[config.mk]
export PLATFORM = sky130hd
export DESIGN_NAME = compare_sequencer
export DESIGN_NICKNAME = d
export VERILOG_FILES = /design/src/rtl/compare_pkg.sv /design/src/rtl/argmin_scan.sv /design/src/rtl/compare_sequencer.sv
export SDC_FILE = /design/constraint.sdc
export NUM_CORES = 1
export LEC_CHECK = 0
export ABC_AREA = 0
export CAP_MARGIN = 30
export CORE_UTILIZATION = 49
export DETAILED_ROUTE_END_ITERATION = 16
export PLACE_DENSITY = 0.89
export SETUP_SLACK_MARGIN = 0.5
export SYNTH_ARGS = -nofsm -noshare
export SYNTH_HDL_FRONTEND = slang
export SYNTH_SLANG_ARGS = --single-unit
[constraint.sdc]
create_clock -name aclk -period 2.8 [get_ports aclk]
set_input_delay 0.42 -clock aclk [delete_from_list [all_inputs] [get_ports aclk]]
set_output_delay 0.42 -clock aclk [all_outputs]
set_load 0.01 [all_outputs]
[src/rtl/compare_pkg.sv]
// rtl/compare_pkg.sv - shared state encoding, geometry helpers and widths for the compare sequencer
package compare_pkg;

    typedef enum logic [2:0] {
        IDLE,
        WAIT_LINE,
        ISSUE,
        WAIT_DONE,
        SCAN,
        EMIT
    } state_t;

    localparam int CNT_WIDTH = 16;
    localparam int SUM_WIDTH_DEFAULT = 16;

    function automatic int num_blocks(input int frame_width, input int block_size);
        return frame_width / block_size;
    endfunction

    function automatic int num_compares(input int frame_width, input int block_size,
                                        input int compare_step);
        return (frame_width - block_size) / compare_step + 1;
    endfunction

    function automatic int num_rows(input int frame_height, input int block_size);
        return frame_height / block_size;
    endfunction

endpackage

[src/rtl/argmin_scan.sv]
// rtl/argmin_scan.sv - walks every compare index of one block and keeps the lowest-sum index
module argmin_scan #(
    parameter int NUM_COMPARES = 40,
    parameter int SUM_WIDTH    = 16,
    parameter int IDX_WIDTH    = 6
) (
    input  logic                 aclk,
    input  logic                 aresetn,
    input  logic                 start,
    input  logic [SUM_WIDTH-1:0] rd_data,
    output logic [IDX_WIDTH-1:0] sel,
    output logic                 busy,
    output logic                 done,
    output logic [IDX_WIDTH-1:0] index
);

    localparam int CW = $clog2(NUM_COMPARES + 1);
    localparam logic [CW-1:0] LAST = CW'(NUM_COMPARES);

    logic [CW-1:0]        cnt;
    logic [IDX_WIDTH-1:0] sel_d;
    logic [SUM_WIDTH-1:0] min_val;

    assign sel  = cnt[IDX_WIDTH-1:0];
    assign done = busy && (cnt == LAST);

    // cnt == k compares the sum addressed at k-1; cnt == 1 seeds the minimum
    always_ff @(posedge aclk) begin
        if (!aresetn) begin
            busy    <= 1'b0;
            cnt     <= '0;
            sel_d   <= '0;
            min_val <= '0;
            index   <= '0;
        end else begin
            sel_d <= sel;
            if (start) begin
                busy <= 1'b1;
                cnt  <= '0;
            end else if (busy) begin
                if (cnt != '0) begin
                    if (cnt == CW'(1) || rd_data < min_val) begin
                        min_val <= rd_data;
                        index   <= sel_d;
                    end
                end
                if (done) begin
                    busy <= 1'b0;
                    cnt  <= '0;
                end else begin
                    cnt <= cnt + 1'b1;
                end
            end
        end
    end

endmodule

[src/rtl/compare_sequencer.sv]
// rtl/compare_sequencer.sv - sequences per-line block compares and per-row argmin readback for one frame
module compare_sequencer
    import compare_pkg::*;
#(
    parameter int FRAME_WIDTH  = 320,
    parameter int FRAME_HEIGHT = 240,
    parameter int BLOCK_SIZE   = 8,
    parameter int COMPARE_STEP = 8,
    parameter int SUM_WIDTH    = SUM_WIDTH_DEFAULT
) (
    input  logic                 aclk,
    input  logic                 aresetn,
    input  logic                 start,
    input  logic                 line_valid,
    output logic                 line_ack,
    output logic                 cmp_go,
    output logic [CNT_WIDTH-1:0] cmp_block_count,
    output logic [CNT_WIDTH-1:0] cmp_line_count,
    input  logic                 cmp_done,
    output logic [$clog2(num_blocks(FRAME_WIDTH, BLOCK_SIZE))-1:0]                   sum_blk_sel,
    output logic [$clog2(num_compares(FRAME_WIDTH, BLOCK_SIZE, COMPARE_STEP))-1:0]   sum_cmp_sel,
    input  logic [SUM_WIDTH-1:0] sum_rd_data,
    output logic                 disp_valid,
    input  logic                 disp_ready,
    output logic [$clog2(num_blocks(FRAME_WIDTH, BLOCK_SIZE))-1:0]                   disp_block,
    output logic [$clog2(num_rows(FRAME_HEIGHT, BLOCK_SIZE))-1:0]                    disp_row,
    output logic [$clog2(num_compares(FRAME_WIDTH, BLOCK_SIZE, COMPARE_STEP))-1:0]   disp_index,
    output logic                 frame_done
);

    localparam int NUM_BLOCKS   = num_blocks(FRAME_WIDTH, BLOCK_SIZE);
    localparam int NUM_COMPARES = num_compares(FRAME_WIDTH, BLOCK_SIZE, COMPARE_STEP);
    localparam int NUM_ROWS     = num_rows(FRAME_HEIGHT, BLOCK_SIZE);
    localparam int BLK_W  = $clog2(NUM_BLOCKS);
    localparam int IDX_W  = $clog2(NUM_COMPARES);
    localparam int ROW_W  = $clog2(NUM_ROWS);
    localparam int LINE_W = (BLOCK_SIZE > 1) ? $clog2(BLOCK_SIZE) : 1;

    localparam logic [BLK_W-1:0]  LAST_BLK  = BLK_W'(NUM_BLOCKS - 1);
    localparam logic [LINE_W-1:0] LAST_LINE = LINE_W'(BLOCK_SIZE - 1);
    localparam logic [ROW_W-1:0]  LAST_ROW  = ROW_W'(NUM_ROWS - 1);

    state_t             state, state_next;
    logic [BLK_W-1:0]   blk;
    logic [LINE_W-1:0]  line;
    logic [ROW_W-1:0]   row;
    logic               armed;
    logic               scan_start, scan_busy, scan_done;
    logic               cmp_accept;

    // a done level only counts once it has been seen low after the go
    assign cmp_accept = armed && cmp_done;

    argmin_scan #(
        .NUM_COMPARES (NUM_COMPARES),
        .SUM_WIDTH    (SUM_WIDTH),
        .IDX_WIDTH    (IDX_W)
    ) u_argmin_scan (
        .aclk    (aclk),
        .aresetn (aresetn),
        .start   (scan_start),
        .rd_data (sum_rd_data),
        .sel     (sum_cmp_sel),
        .busy    (scan_busy),
        .done    (scan_done),
        .index   (disp_index)
    );

    assign sum_blk_sel     = blk;
    assign disp_block      = blk;
    assign disp_row        = row;
    assign disp_valid      = (state == EMIT);
    assign cmp_go          = (state == ISSUE);
    assign cmp_block_count = (state == ISSUE || state == WAIT_DONE) ? CNT_WIDTH'(blk)  : '0;
    assign cmp_line_count  = (state == ISSUE || state == WAIT_DONE) ? CNT_WIDTH'(line) : '0;

    always_comb begin
        state_next = state;
        line_ack   = 1'b0;
        scan_start = 1'b0;
        case (state)
            IDLE:      if (start) state_next = WAIT_LINE;
            WAIT_LINE: if (line_valid) state_next = ISSUE;
            ISSUE:     state_next = WAIT_DONE;
            WAIT_DONE: begin
                if (cmp_accept) begin
                    if (blk != LAST_BLK) begin
                        state_next = ISSUE;
                    end else begin
                        line_ack = 1'b1;
                        if (line != LAST_LINE) begin
                            state_next = WAIT_LINE;
                        end else begin
                            state_next = SCAN;
                            scan_start = !scan_busy;
                        end
                    end
                end
            end
            SCAN:      if (scan_done) state_next = EMIT;
            EMIT: begin
                if (disp_ready) begin
                    if (blk != LAST_BLK) begin
                        state_next = SCAN;
                        scan_start = !scan_busy;
                    end else if (row != LAST_ROW) begin
                        state_next = WAIT_LINE;
                    end else begin
                        state_next = IDLE;
                    end
                end
            end
            default:   state_next = IDLE;
        endcase
    end

    always_ff @(posedge aclk) begin
        if (!aresetn) begin
            state      <= IDLE;
            blk        <= '0;
            line       <= '0;
            row        <= '0;
            armed      <= 1'b0;
            frame_done <= 1'b0;
        end else begin
            state      <= state_next;
            frame_done <= 1'b0;
            case (state)
                IDLE: begin
                    if (start) begin
                        blk  <= '0;
                        line <= '0;
                        row  <= '0;
                    end
                end
                ISSUE: armed <= 1'b0;
                WAIT_DONE: begin
                    if (!cmp_done) armed <= 1'b1;
                    if (cmp_accept) begin
                        if (blk != LAST_BLK) begin
                            blk <= blk + 1'b1;
                        end else begin
                            blk  <= '0;
                            line <= (line != LAST_LINE) ? line + 1'b1 : '0;
                        end
                    end
                end
                EMIT: begin
                    if (disp_ready) begin
                        if (blk != LAST_BLK) begin
                            blk <= blk + 1'b1;
                        end else begin
                            blk <= '0;
                            if (row != LAST_ROW) begin
                                row <= row + 1'b1;
                            end else begin
                                row        <= '0;
                                frame_done <= 1'b1;
                            end
                        end
                    end
                end
                default: ;
            endcase
        end
    end

endmodule

; Word-level counts from Yosys, hierarchy flattened
; Cells that the tools add are included.
[totals]
word_cells = 100
input_bits = 22
ff_bits = 54
out_inout_bits = 65
[op_classes]
n_reduce_logical = 19
add_sub_neg = 4
n_lt_le_gt_ge = 1
n_mux = 43
eq_ne = 18
n_bitwise = 4
[op_table]
columns = cell, n
row1 = $mux 3, 13
row2 = $mux 6, 6
row3 = $mux 5, 4
row4 = $pmux 3 s6, 1
row5 = $pmux 6 s3, 1
row6 = $lt 16x16->1, 1
row7 = $reduce_and 4->1, 4
row8 = $mux 1, 14
row9 = $ne 2x2->1 const B, 7
row10 = $add 6x1->6 const B, 2
row11 = $pmux 5 s2, 1
row12 = $eq 3x2->1 const B, 2
row13 = $eq 3x3->1 const B, 2
row14 = $eq 6x1->1 const B, 1
row15 = $eq 6x6->1 const B, 1
row16 = $ne 6x6->1 const B, 1
row17 = $pmux 3 s2, 1
row18 = $reduce_bool 2->1, 3
row19 = $reduce_bool 6->1, 1
row20 = $add 5x1->5 const B, 1
row21 = $ne 5x5->1 const B, 1
row22 = $reduce_and 5->1, 1
row23 = $not 1->1, 4
row24 = $pmux 1 s2, 2
row25 = other kinds (12), 14

; Logic depth before layout (Yosys ltp)
[logic_depth]
depth_word = 7
ltp_mapped = 8
depth_no_buf = 7

; Modules after synthesis
; Synthesis repeated with hierarchy kept, for this count alone.
[unflattened]
cells_unflattened = 389
hier_area_um2 = 3281.9
[modules_own_cells]
columns = module, n_inst, cells_per_inst, seq_area_each_um2, area_per_inst_um2
row1 = argmin_scan, 1, 205, 700.7, 1846.8
row2 = compare_sequencer, 1, 184, 380.4, 1435.1

; Least setup slack after synthesis
; No wires, ideal clock.
[synth_timing]
path_kind = input port to flip-flop
start = in sum_rd_data[15]
end = reg u_argmin_scan.index[0]
n_path_buf = 1
required_time_ps = 2728
stages = 7
setup_time_ps = 72
path_slack_ps = 695
arrival_ps = 2034
path_cell_list = ha_1 > nand4_1 > a211o_1 > o32a_1 > a21oi_4 > buf_6 > mux2i_1
[synth_via]
elab_chain_cells = 3
[synth_rtl]
columns = item, line_no
row1 = from (decl), compare_sequencer.sv:22  ; input logic [SUM_WIDTH-1:0] sum_rd_data,
row2 = $lt 16x16->1, argmin_scan.sv:42  ; if (cnt == CW'(1) || rd_data < min_val) begin
row3 = $logic_or 1x1->1, argmin_scan.sv:42
row4 = $reduce_and 4->1 (no line), --
row5 = to (signal assigned), argmin_scan.sv:44  ; index <= sel_d;
row6 = to (decl), argmin_scan.sv:14  ; output logic [IDX_WIDTH-1:0] index
; No other way between the ends.
; A chain may end at the register's enable or synchronous reset.

; Worst setup path after layout
[layout_timing]
start = reg u_argmin_scan.min_val[11]
end = reg u_argmin_scan.index[5]
[layout_via]
elab_chain_cells = 3
[layout_rtl]
columns = item, line_no
row1 = from (decl), argmin_scan.sv:22  ; logic [SUM_WIDTH-1:0] min_val;
row2 = from (signal assigned), argmin_scan.sv:43  ; min_val <= rd_data;
row3 = $lt 16x16->1, argmin_scan.sv:42
row4 = $logic_or 1x1->1, argmin_scan.sv:42
row5 = $reduce_and 4->1 (no line), --
; No other way between the ends.

==> metrics <==
outcome complete, no violations; Synth Flop Type dfxtp_1; critical path fanouts, max 6; Max Clock Skew roughly 0.025 ns; Worst slew margin 0.580; DR vias/cell 5.46; first-pass GRT wire length between 10000 and 15000 microns; Cell variety after synth 52; Die ar. just under 0.007 sq mm; final instance area roughly 0.0041 sq mm; synth cell count leaders nand2_1, dfxtp_1, nor2_1; Routed WL per cell 14.5 microns; endpoints failing hold 0; initial antenna violation count 0; Pwr per Cell Area 351 mW/mm^2; final WL between 7000 and 8000 microns; dominant cell type by area after synthesis dfxtp_1; die width between 80 and 90 microns; CTS clk-pin slew, worst paths ~0.12 ns; Total GRT Usage 0.195; H-tree Lvls 2; via count around 2900; largest net degree at the start of global routing 56; async set-or-reset flop fraction in the synthesized netlist 0; period utilization 0.829; mapped cell area between 0.003 and 0.004 sq mm; Clock Sinks between 50 and 60; non-filler cells, final between 500 and 600; number of synthesized flops with an enable pin 0; fin crit period between 2 and 2.5 ns; Initial Util 0.505; nets just under 500; top cell type's share of synthesized area 0.337; worst vdd rail ir drop around 0.25 mV; IO Pins 87; Post-Syn Instances 387; CTS tree built; First-pass DRT Iterations 4; I/O Buffers 63; LEAKAGE around 0.0018 uW; total negative slack 0 ns; share of cells above drive strength 1 0.106; RePlAce Congestion 0.837; DRT antenna net count 0; Finish-stage setup viols 0; RSZ-0062 raised after global routing no; dpl cell area about 0.0038 sq mm; CP Capture Type flop; Core Region approximately 0.0063 sq mm; fmax 0.431 GHz; CTS root buffer clkbuf_8; Worst-Margin Slew 0.614 ns; Starting DRT DRC Count about 190; Die Span Y 82.9 microns; Final Max Slew Viols 0; Synth warnings 0; CTS Buffer Depth 2; gr ovfl total 0; Worst EP required slightly above 3 ns; worst hold path class in2reg; DP HPWL around 5000 microns; Mean Syn Cell Area between 8 and 9 sq um; top-count cell post-synth nand2_1; Num CTS Buffers 5; diode count 0; r2r setup slk 0.48 ns; vias in the first global route 2593; Hold Slack roughly 0.38 ns; Layout area overhead 29.1%; residual DRC count 0; clk_lat worst skew ~0.33 ns; CP Class reg2reg; crit path DAT about 2.6 ns; register area share after synthesis 0.337; max_cap viols 0; dpl cells roughly 510; Hold-fix buffers, CTS 0; site row count 29; synthesized flop and latch total 54; crit start category flop; Synth area leaders dfxtp_1, ha_1, mux2i_1
==> routing by layer <==
metal	global-route usage	wire (microns)	vias up
li1	-	-	1401
met1	0.240	3260	1384
met2	0.331	3950	100
met3	0.0447	381	9
met4	0.0768	93	0
met5	0	0	-
==> cell families after synthesis <==
group / count (synthesis) / share of synthesized area
DFF: 54 / 0.337
adders and majority gates: 23 / 0.0897
buffers and inverters: 70 / 0.121
muxes: 29 / 0.0909
other: 1 / 0.00117
AOI/OAI and AO/OA: 49 / 0.111
xor gates and xnor gates: 6 / 0.0164
and+or+nand+nor: 155 / 0.233
==> final cells by class <==
cell class                 instances  area, sq um
timing repair buffer              80          845
clock buffer                       5         68.8
multi-input combinational        285         1910
inverter                          26         97.6
clock inverter                     3         28.8
sequential                        54         1090
fill                             480         2210
tap                               77         96.3
==> flip-flops by register name, summed over array words and instances (netlist names), 3 cells and up <==
| register | cells |
|---|---|
| disp_row | 5 |
| u_argmin_scan.index | 6 |
| line | 3 |
| state | 3 |
| disp_block | 6 |
| u_argmin_scan.sel_d | 6 |
| u_argmin_scan.sel | 6 |
| u_argmin_scan.min_val | 16 |
==> path summary, 6_finish.rpt <==
check                                          startpoint                  endpoint  cells after the start
worst max register to register  u_argmin_scan.min_val[11]    u_argmin_scan.index[5]                      9
worst max-delay path            u_argmin_scan.min_val[11]    u_argmin_scan.index[5]                      9
worst min-delay path                       sum_rd_data[8]  u_argmin_scan.min_val[8]                      3
worst min register to register     u_argmin_scan.sel_d[3]    u_argmin_scan.index[3]                      2
==> cell usage in the layout (no fill, tap or decap), drive strengths merged, types with 3 or more instances in the layout <==
cell / count
buf: 16
nand2: 60
clkbuf: 7
xor2: 5
nor2: 30
o21ai: 7
nand4: 8
nand3: 5
mux2i: 28
o21a: 4
nor3: 12
a211o: 3
dfxtp: 54
dlymetal6s2s: 10
a21oi: 14
nor2b: 3
or3: 4
and2: 14
a31oi: 6
conb: 23
clkdlybuf4s50: 51
inv: 27
ha: 23
and4: 3
==> through the flow <==
step | total power (uW) | setup slack (ns) | utilization
after floorplan | 934 | 0.695 | -
after global routing | 1520 | 0.448 | 0.652
after detailed placement | 977 | 0.0750 | 0.598
after global placement | 972 | 0.208 | 0.598
final | 1460 | 0.478 | 0.652
after CTS | 1440 | 0.471 | 0.616
==> worst max-delay path, stage by stage (launching register included) <==
cell and delay [ns]:
dfxtp_1 0.37, inv_1 0.10, ha_4 0.30, nand4_1 0.15, a211o_1 0.27, o32a_1 0.37
a21oi_4 0.20, buf_4 0.15, clkbuf_16 0.14, mux2i_1 0.20
==> power by group <==
part | switching [uW] | leakage [uW] | internal (uW)
Sequential | 13.9 | 0.000438 | 774
Combinational | 107 | 0.00129 | 85.3
Clock | 289 | 0.0000502 | 186
Total | 410 | 0.00178 | 1050
==> what timing repair did <==
item | CTS | global route
resized for setup | 5 | 26
pin swaps | 0 | 11
cloned | 0 | 2
setup endpoints to repair | 32 | 33
setup buffers | 0 | 8
(Power assumes the default switching activity.)
